<file path="src/rtl/falafel_pkg.sv">
// Shared falafel constants and request-command helpers.
// Command decode used by the request arbiter.
package falafel_pkg;

  localparam int DATA_W = 32;

  localparam logic [DATA_W-1:0] REQ_ACCESS_REGISTER = 32'h0000_0001;
  localparam logic [DATA_W-1:0] REQ_ALLOC_MEM       = 32'h0000_0002;
  localparam logic [DATA_W-1:0] REQ_FREE_MEM        = 32'h0000_0003;

  function automatic logic [1:0] req_len_m1(
    logic [DATA_W-1:0] cmd
  );
    logic [1:0] len;
    case (cmd)
      REQ_ACCESS_REGISTER: len = 2'd2;
      REQ_ALLOC_MEM:       len = 2'd1;
      REQ_FREE_MEM:        len = 2'd1;
      default:             len = 2'd0;
    endcase
    return len;
  endfunction

  function automatic logic req_cmd_known(
    logic [DATA_W-1:0] cmd
  );
    logic known;
    case (cmd)
      REQ_ACCESS_REGISTER: known = 1'b1;
      REQ_ALLOC_MEM:       known = 1'b1;
      REQ_FREE_MEM:        known = 1'b1;
      default:             known = 1'b0;
    endcase
    return known;
  endfunction

endpackage

</file>
<file path="src/rtl/falafel_rr_arbiter.sv">
// Combinational round-robin pick: first request
// at or after ptr_i, wrapping modulo NUM_REQ.
module falafel_rr_arbiter #(
  parameter int unsigned NUM_REQ = 4,
  parameter int unsigned ID_W    = $clog2(NUM_REQ)
) (
  input  logic [NUM_REQ-1:0] req_i,
  input  logic [ID_W-1:0]    ptr_i,
  output logic               gnt_val_o,
  output logic [ID_W-1:0]    gnt_id_o
);

  localparam logic [ID_W:0] NR = (ID_W+1)'(NUM_REQ);

  logic [NUM_REQ-1:0] rot;
  logic [ID_W-1:0]    enc;
  logic [ID_W:0]      sum;

  always_comb begin
    rot = '0;
    for (int i = 0; i < NUM_REQ; i++) begin
      int idx;
      idx = i + int'(ptr_i);
      if (idx >= NUM_REQ) idx = idx - NUM_REQ;
      rot[i] = req_i[idx];
    end
  end

  always_comb begin
    enc = '0;
    for (int i = NUM_REQ - 1; i >= 0; i--) begin
      if (rot[i]) enc = ID_W'(i);
    end
  end

  always_comb begin
    sum = {1'b0, ptr_i} + {1'b0, enc};
    if (sum >= NR) sum = sum - NR;
  end

  assign gnt_val_o = |req_i;
  assign gnt_id_o  = sum[ID_W-1:0];

endmodule

</file>
<file path="src/rtl/falafel_req_arbiter.sv">
// Round-robin front end: forwards whole request
// transactions from NUM_REQ ports to the parser.
module falafel_req_arbiter
  import falafel_pkg::*;
#(
  parameter int unsigned NUM_REQ = 4,
  parameter int unsigned ID_W    = $clog2(NUM_REQ)
) (
  input  logic                           clk_i,
  input  logic                           rst_ni,
  input  logic [NUM_REQ-1:0]             req_val_i,
  output logic [NUM_REQ-1:0]             req_rdy_o,
  input  logic [NUM_REQ-1:0][DATA_W-1:0] req_data_i,
  output logic                           out_val_o,
  input  logic                           out_rdy_i,
  output logic [DATA_W-1:0]              out_data_o,
  output logic                           busy_o,
  output logic [ID_W-1:0]                gnt_id_o,
  output logic                           alloc_issue_o,
  output logic [ID_W-1:0]                alloc_issue_id_o,
  output logic                           bad_cmd_o
);

  typedef enum logic {
    STATE_IDLE,
    STATE_XFER
  } arb_state_e;

  arb_state_e      state_q, state_d;
  logic [ID_W-1:0] gnt_id_q, gnt_id_d;
  logic [ID_W-1:0] rr_ptr_q, rr_ptr_d;
  logic [1:0]      words_left_q, words_left_d;
  logic            first_q, first_d;
  logic            is_alloc_q, is_alloc_d;

  logic              arb_val;
  logic [ID_W-1:0]   arb_id;
  logic              cur_val;
  logic [DATA_W-1:0] cur_data;
  logic              hs;
  logic [ID_W-1:0]   ptr_nxt;

  falafel_rr_arbiter #(
    .NUM_REQ (NUM_REQ),
    .ID_W    (ID_W)
  ) u_rr (
    .req_i     (req_val_i),
    .ptr_i     (rr_ptr_q),
    .gnt_val_o (arb_val),
    .gnt_id_o  (arb_id)
  );

  assign cur_val  = req_val_i[gnt_id_q];
  assign cur_data = req_data_i[gnt_id_q];
  assign hs       = cur_val & out_rdy_i;
  assign ptr_nxt  = (gnt_id_q == ID_W'(NUM_REQ - 1))
                  ? '0 : gnt_id_q + ID_W'(1);

  always_comb begin
    state_d       = state_q;
    gnt_id_d      = gnt_id_q;
    rr_ptr_d      = rr_ptr_q;
    words_left_d  = words_left_q;
    first_d       = first_q;
    is_alloc_d    = is_alloc_q;
    req_rdy_o     = '0;
    out_val_o     = 1'b0;
    out_data_o    = '0;
    alloc_issue_o = 1'b0;
    bad_cmd_o     = 1'b0;
    unique case (state_q)
      STATE_IDLE: begin
        if (arb_val) begin
          gnt_id_d = arb_id;
          first_d  = 1'b1;
          state_d  = STATE_XFER;
        end
      end
      STATE_XFER: begin
        out_data_o = cur_data;
        if (first_q && !req_cmd_known(cur_data)) begin
          // swallow the bad word; the parser never sees it
          req_rdy_o[gnt_id_q] = 1'b1;
          if (cur_val) begin
            bad_cmd_o = 1'b1;
            state_d   = STATE_IDLE;
            rr_ptr_d  = ptr_nxt;
          end
        end else begin
          out_val_o           = cur_val;
          req_rdy_o[gnt_id_q] = out_rdy_i;
          if (hs && first_q) begin
            words_left_d = req_len_m1(cur_data);
            first_d      = 1'b0;
            is_alloc_d   = (cur_data == REQ_ALLOC_MEM);
          end else if (hs) begin
            words_left_d = words_left_q - 2'd1;
            if (words_left_q == 2'd1) begin
              state_d       = STATE_IDLE;
              rr_ptr_d      = ptr_nxt;
              alloc_issue_o = is_alloc_q;
            end
          end
        end
      end
      default: state_d = STATE_IDLE;
    endcase
  end

  always_ff @(posedge clk_i or negedge rst_ni) begin
    if (!rst_ni) begin
      state_q      <= STATE_IDLE;
      gnt_id_q     <= '0;
      rr_ptr_q     <= '0;
      words_left_q <= '0;
      first_q      <= 1'b0;
      is_alloc_q   <= 1'b0;
    end else begin
      state_q      <= state_d;
      gnt_id_q     <= gnt_id_d;
      rr_ptr_q     <= rr_ptr_d;
      words_left_q <= words_left_d;
      first_q      <= first_d;
      is_alloc_q   <= is_alloc_d;
    end
  end

  assign busy_o           = (state_q == STATE_XFER);
  assign gnt_id_o         = gnt_id_q;
  assign alloc_issue_id_o = gnt_id_q;

endmodule

</file>
<file path="config.mk">
export PLATFORM = sky130hd
export DESIGN_NAME = falafel_req_arbiter
export DESIGN_NICKNAME = d
export VERILOG_FILES = /design/src/rtl/falafel_pkg.sv /design/src/rtl/falafel_rr_arbiter.sv /design/src/rtl/falafel_req_arbiter.sv
export SDC_FILE = /design/constraint.sdc
export NUM_CORES = 1
export LEC_CHECK = 0
export CORE_MARGIN = 5
export CORE_UTILIZATION = 27
export CTS_CLUSTER_SIZE = 12
export DETAILED_ROUTE_END_ITERATION = 12
export GPL_TIMING_DRIVEN = 0
export MAX_ROUTING_LAYER = met4
export PLACE_DENSITY = 0.76
export SYNTH_ARGS = -nofsm -noshare
export SYNTH_HDL_FRONTEND = slang
export SYNTH_SLANG_ARGS = --single-unit
</file>
<file path="constraint.sdc">
create_clock -name clk_i -period 3.33 [get_ports clk_i]
set_clock_uncertainty 0.2 [all_clocks]
set_input_delay 0.8325 -clock clk_i [delete_from_list [all_inputs] [get_ports clk_i]]
set_output_delay 0.8325 -clock clk_i [all_outputs]
set_load 0.02 [all_outputs]
</file>
== Word level (Yosys, flattened, before mapping) ==
Cells that the tools add are included.

* Add/subtract/negate cells: 11
* Multiply operators: 0
* Divide/modulo/power cells: 0
* Order comparisons: 11
* Equality and inequality tests: 10
* Shift-type cells: 0
* Multiplexer cells: 62
* Bitwise logic cells: 4
* Reduce and logical (&&, ||, !) cells: 15

{| class="wikitable"
|+ Operators with widths
! operator !! number
|-
| two-way mux 32 bit || 6
|-
| less-than comparator 32 x 4 -> 1 bit, second input constant || 4
|-
| >= comparator 32 x 3 -> 1 bit, second input constant || 3
|-
| subtractor 32 x 3 -> 32 bit, second input constant || 3
|-
| binary-select mux 32 bit (select 2 bit) || 1
|-
| equality test 32 x 2 -> 1 bit, second input constant || 2
|-
| equality test 32 x 1 -> 1 bit, second input constant || 1
|-
| two-way mux 1 bit || 31
|-
| two-way mux 2 bit || 13
|-
| binary-select mux 1 bit (select 2 bit) || 5
|-
| AND reduction 3 bit || 3
|-
| two-way mux 4 bit || 2
|-
| inequality test 2 bit, second input constant || 4
|-
| adder 2 x 2 -> 3 bit, first input constant || 2
|-
| nonzero test 2 bit || 3
|-
| AND reduction 5 bit || 1
|-
| bitwise AND 4 bit || 1
|-
| case mux 1 bit (2 select lines) || 2
|-
| case mux 2 bit (2 select lines) || 1
|-
| OR reduction 4 bit || 1
|-
| subtractor 2 x 1 -> 2 bit, second input constant || 2
|-
| subtractor 2 x 3 -> 4 bit, second input constant || 1
|-
| adder 1 x 2 -> 3 bit, first input constant || 1
|-
| adder 2 x 2 -> 3 bit || 1
|-
| 16 further kinds || 19
|}

* Register bits after elaboration: 9
* Latch bits: 0
* Memory bits (writable): 0
* Memory bits (read-only): 0
* Input port bits: 135
* Output and inout bits: 44
* Logic and storage cells: 119
* Memories kept: 0

== Depth between registers and ports, before layout ==
* Depth in word-level cells: 13
* Mapped depth: 10
* Depth with buffers taken out: 9

== Cells and area by module ==
Synthesis repeated with hierarchy kept, for this count alone.

* Cell total of the unflattened synthesis: 191
* Area total of the unflattened synthesis: 1988.2 um^2

{| class="wikitable"
|+ Modules (own cells, without submodules)
! module !! times used !! cells an instance !! area an instance (um^2) !! seq. area each (um^2)
|-
| falafel_req_arbiter || 1 || 164 || 1806.7 || 225.2
|-
| falafel_rr_arbiter || 1 || 27 || 181.4 || 0.0
|}

== Least setup slack after synthesis ==
Ideal clock, no wire load.

* Kind: reg2out
* Start: reg gnt_id_q[1], in the netlist alloc_issue_id_o[1]
* End: out req_rdy_o[0]
* Arrival: 2822 ps
* Required time: 2298 ps
* Path slack: -524 ps
* Cell stages (with the launch flop): 9
* Path buffers: 2
* Path through: dfrtp_1 > clkbuf_1 > clkbuf_1 > mux4_2 > nor4_1 > nand4_1 > o41ai_4 > nand2b_1 > and3_1

* Cells in the longest elaborated chain, start to end: 10
* Elaborated cells on any way between the ends: 18
* Classes of those cells: order compare (2); eq/ne (3); mux (8); bitwise (1); reduce/logical (4)

{| class="wikitable"
|+ RTL lines
! element !! RTL line !! text
|-
| from (decl) || falafel_req_arbiter.sv:30 || <nowiki>logic [ID_W-1:0] gnt_id_q, gnt_id_d;</nowiki>
|-
| from (signal assigned) || falafel_req_arbiter.sv:120 || <nowiki>gnt_id_q <= gnt_id_d;</nowiki>
|-
| binary-select mux 32 bit (select 2 bit) || falafel_req_arbiter.sv:54 || <nowiki>assign cur_data = req_data_i[gnt_id_q];</nowiki>
|-
| two-way mux 32 bit (implied by the code) || falafel_req_arbiter.sv:54 ||
|-
| equality test 32 x 2 -> 1 bit or equality test 32 x 1 -> 1 bit (tied branches) || falafel_pkg.sv:28 || <nowiki>case (cmd)</nowiki>
|-
| OR reduction 3 bit (no line) || -- ||
|-
| two-way mux 1 bit || falafel_pkg.sv:28 ||
|-
| two-way mux 1 bit || falafel_req_arbiter.sv:71 || <nowiki>unique case (state_q)</nowiki>
|-
| zero test 1 bit || falafel_req_arbiter.sv:81 || <nowiki>if (first_q && !req_cmd_known(cur_data)) begin</nowiki>
|-
| logical AND 1 bit || falafel_req_arbiter.sv:81 ||
|-
| two-way mux 4 bit * || falafel_req_arbiter.sv:81 ||
|-
| two-way mux 4 bit * || falafel_req_arbiter.sv:71 ||
|-
| to (decl) || falafel_req_arbiter.sv:12 || <nowiki>output logic [NUM_REQ-1:0] req_rdy_o,</nowiki>
|}

Every way passes the cells marked *; elsewhere a longest branch is shown, timed or not. The select of a mux whose other input is x is not followed.

== Worst setup path in the final report ==
* Start: in req_data_i[17] (netlist name)
* End: out req_rdy_o[2]

* Cells in the longest elaborated chain, start to end: 10
* Elaborated cells on any way between the ends: 12
* Classes of those cells: eq/ne (3); mux (6); reduce/logical (3)

{| class="wikitable"
|+ RTL lines
! element !! RTL line !! text
|-
| from (decl) || falafel_req_arbiter.sv:13 || <nowiki>input logic [NUM_REQ-1:0][DATA_W-1:0] req_data_i,</nowiki>
|-
| binary-select mux 32 bit (select 2 bit) * || falafel_req_arbiter.sv:54 ||
|-
| two-way mux 32 bit (implied by the code) * || falafel_req_arbiter.sv:54 ||
|-
| equality test 32 x 2 -> 1 bit or equality test 32 x 1 -> 1 bit (tied branches) || falafel_pkg.sv:28 ||
|-
| OR reduction 3 bit (no line) * || -- ||
|-
| two-way mux 1 bit * || falafel_pkg.sv:28 ||
|-
| two-way mux 1 bit * || falafel_req_arbiter.sv:71 ||
|-
| zero test 1 bit * || falafel_req_arbiter.sv:81 ||
|-
| logical AND 1 bit * || falafel_req_arbiter.sv:81 ||
|-
| two-way mux 4 bit * || falafel_req_arbiter.sv:81 ||
|-
| two-way mux 4 bit * || falafel_req_arbiter.sv:71 ||
|}

Marked as above.

==> out/metrics.csv <==
metric,value,unit
"slowest stage delay, CP",0.50,ns
Worst path slowest cell,mux4_2,
Yosys reg bits,9,
final setup fails,6,
"Max FO, Critical Path",4,
RSZ-0062 raised after global routing,true,
largest net degree at the start of global routing,11,
shortest period the worst path allows,3.92,ns
Num CTS Buffers,3,
Achievable Freq,255,MHz
Final HPWL DP,7600,um
P&R area growth vs syn,123,%
Global Route Usage Sum,21.6,%
Synth top area share,41.2,%
Vias,2424,
WP data arrival,2.88,ns
"leading cell types in the layout, fill and taps excluded","dlygate4sd2_1, clkdlybuf4s50_1, and2_1",
starting density of the core,28.1,%
share of layout cells above drive strength 1,34.0,%
core outline area,6420,um2
CP Capture Type,output port,
Syn Nets,317,
std cell rows,29,
synthesized area,1810,um2
total gr overflow,0,
Reg area,228,um2
R2R Setup Slk,0.14,ns
IO Count,179,
number of port buffers,178,
startpoint types,primary input,
peak supply drop,436,uV
DR pass1 iterations,4,
failing checks,setup timing,
Final Instance Area,4030,um2
register area share after synthesis,12.5,%
R2R depth,12,
deepest clock path buffer count,2,
worst skew pair latency,0.23,ns
FF-to-FF End,rr_ptr_q[0]$_DFFE_PN0P_,
H-tree Lvls,1,
CTS Sinks,9,
YS warnings,0,
syn avg cell area,10.3,um2
area of the multi-input gates,1610,um2
nets@finish,521,
initial drt markers,48,
WL final,9360,um
Post-Syn Instances,176,
Final WS setup,-0.585,ns
largest area contributor in the netlist,mux4_2,
CP cell instances,dlygate4sd2_1 > mux4_2 > nor4_4 > nand2_2 > o41ai_4 > nand2b_1 > and3_4 > buf_6,
"most common cell after layout, fill and taps aside",dlygate4sd2_1,
CP required,2.30,ns
first-pass GRT wire length,13900,um
Hold Path Class,reg2reg,
RR Startpoint,alloc_issue_id_o[0]$_DFFE_PN0P_,
fill cell count,551,
CTS root buf,clkbuf_8,
WL per Instance,20.5,um
Leak Pwr,1.98,nW
Levels on crit path,8,
drc violations,0,
ant diodes,0,
"Clk pin slew, worst setup/hold paths",0.05,ns
max-slew violations,0,
Top delay family on crit path,simple AND/OR/NAND/NOR gates,
Netlist cell types,37,
Slew @ Worst Pin,0.517,ns
vias per inst,5.32,
Antenna Violating Nets Remaining,0,
die area,8420,um2
worst path bufs/invs,2,
Final Hold Viols,0,
placed cell area,3720,um2
max cap viols,0,
Layout Cells excl Fill,456,
status,"complete, but fails checks",
crit path from,req_data_i[17],
Die W,91.8,um
Area contributors post-synth,"mux4_2, dfrtp_1, and2_1, ha_1, nor4_1",
chip height,91.8,um
relative slew slack,65.2,%
period utilization,118,%
vias in the first global route,2493,
GP Congestion,0.833,
CTS tree,built,
WS Path Type,in2out,
Cells after DPL,431,
WHS Path Cells,2,
Setup crit end,req_rdy_o[2],
initial antenna violation count,0,
Pwr Density,766,nW/um2
==> cells by family after synthesis <==
logic type	synth area share [%]
simple gates	25.0
buf+inv	6.17
flops	12.5
mux	43.0
fa+ha+maj	4.16
xor+xnor	0.970
compound gates	8.25
==> metrics by stage <==
stage                     utilization [%]  total power, W  TNS (ns)  setup WS, ns  hold WS, ns
final                                62.7         0.00308     -3.28        -0.585        0.369
after global routing                 62.7         0.00328     -3.93        -0.690        0.402
after CTS                            59.8         0.00295     -3.81        -0.674        0.375
after detailed placement             58.0         0.00265    -15.86         -1.58        0.363
after global placement               58.0         0.00262    -14.73         -1.51        0.339
after floorplan                         -         0.00166     -1.07        -0.237        0.315
==> cells in the mapped netlist, drive strengths merged <==
master and instances:
inv 7, mux4 33, nor2 11, ha 6, nor4 8, buf 7
o211ai 1, mux2 2, o22ai 1, nor3 2, a211oi 1, nand2b 2
o32ai 1, dfrtp 9, nand2 10, xor2 1, a41oi 2, a2bb2oi 1
o311a 1, xnor2 1, nand4 3, nand3 2, a31oi 1, nor2b 1
o21ai 2, a21oi 7, o41ai 1, mux2i 1, and3 6, clkbuf 9
and2 35, nand4b 1
==> area by class of cell <==
class	instances	share of cell area, %
tap	77	2.39
sequential	9	5.65
timing repair buffer	199	46.2
inverter	7	0.652
buffer	16	4.07
multi-input combinational	144	39.9
clock buffer	4	1.12
==> repair_timing <==
action / 4_1_cts / 5_1_grt
setup buffers: 15 / 7
pin swaps: 13 / 12
hold buffers: 0 / 0
gates resized for setup: 256 / 49
endpoints found under the hold margin: 0 / 0
setup endpoints to repair: 43 / 17
cloned: 0 / 0
==> per-layer routing <==
layer  vias up  part of all wire [%]  GRT usage, %
li1       1087                     -             -
met1      1168                    37          24.0
met2       147                    52          39.8
met3        22                   7.7          4.66
met4         0                   2.4          4.33
met5         -                     0             -
==> how the worst min path moves through the flow <==
stage                     slack (ns)                   startpoint                          end
after detailed placement        0.36  words_left_q[1]$_DFFE_PN0P_  words_left_q[1]$_DFFE_PN0P_
after global routing            0.40  words_left_q[1]$_DFFE_PN0P_  words_left_q[1]$_DFFE_PN0P_
after global placement          0.34  words_left_q[1]$_DFFE_PN0P_  words_left_q[1]$_DFFE_PN0P_
final                           0.37  words_left_q[1]$_DFFE_PN0P_  words_left_q[1]$_DFFE_PN0P_
after floorplan                 0.31  words_left_q[1]$_DFFE_PN0P_  words_left_q[1]$_DFFE_PN0P_
after CTS                       0.38  words_left_q[1]$_DFFE_PN0P_  words_left_q[1]$_DFFE_PN0P_
==> where the power goes <==
group          internal (W)  leakage (nW)  total, W  switching [W]
Clock             0.0000836        0.0228  0.000128      0.0000449
Sequential         0.000144         0.101  0.000182      0.0000383
Combinational       0.00146          1.85   0.00277        0.00131
==> state kept, by name (all words and copies together), names as in the netlist <==
name and count:
is_alloc_q 1, busy_o 1, alloc_issue_id_o 2, words_left_q 2, first_q 1, rr_ptr_q 2
==> tightest hold or removal path, stage by stage (launching register included) <==
cell and delay (ns):
dfrtp_1 0.34, a21oi_1 0.04, a31oi_1 0.14
(Power assumes the default switching activity.)
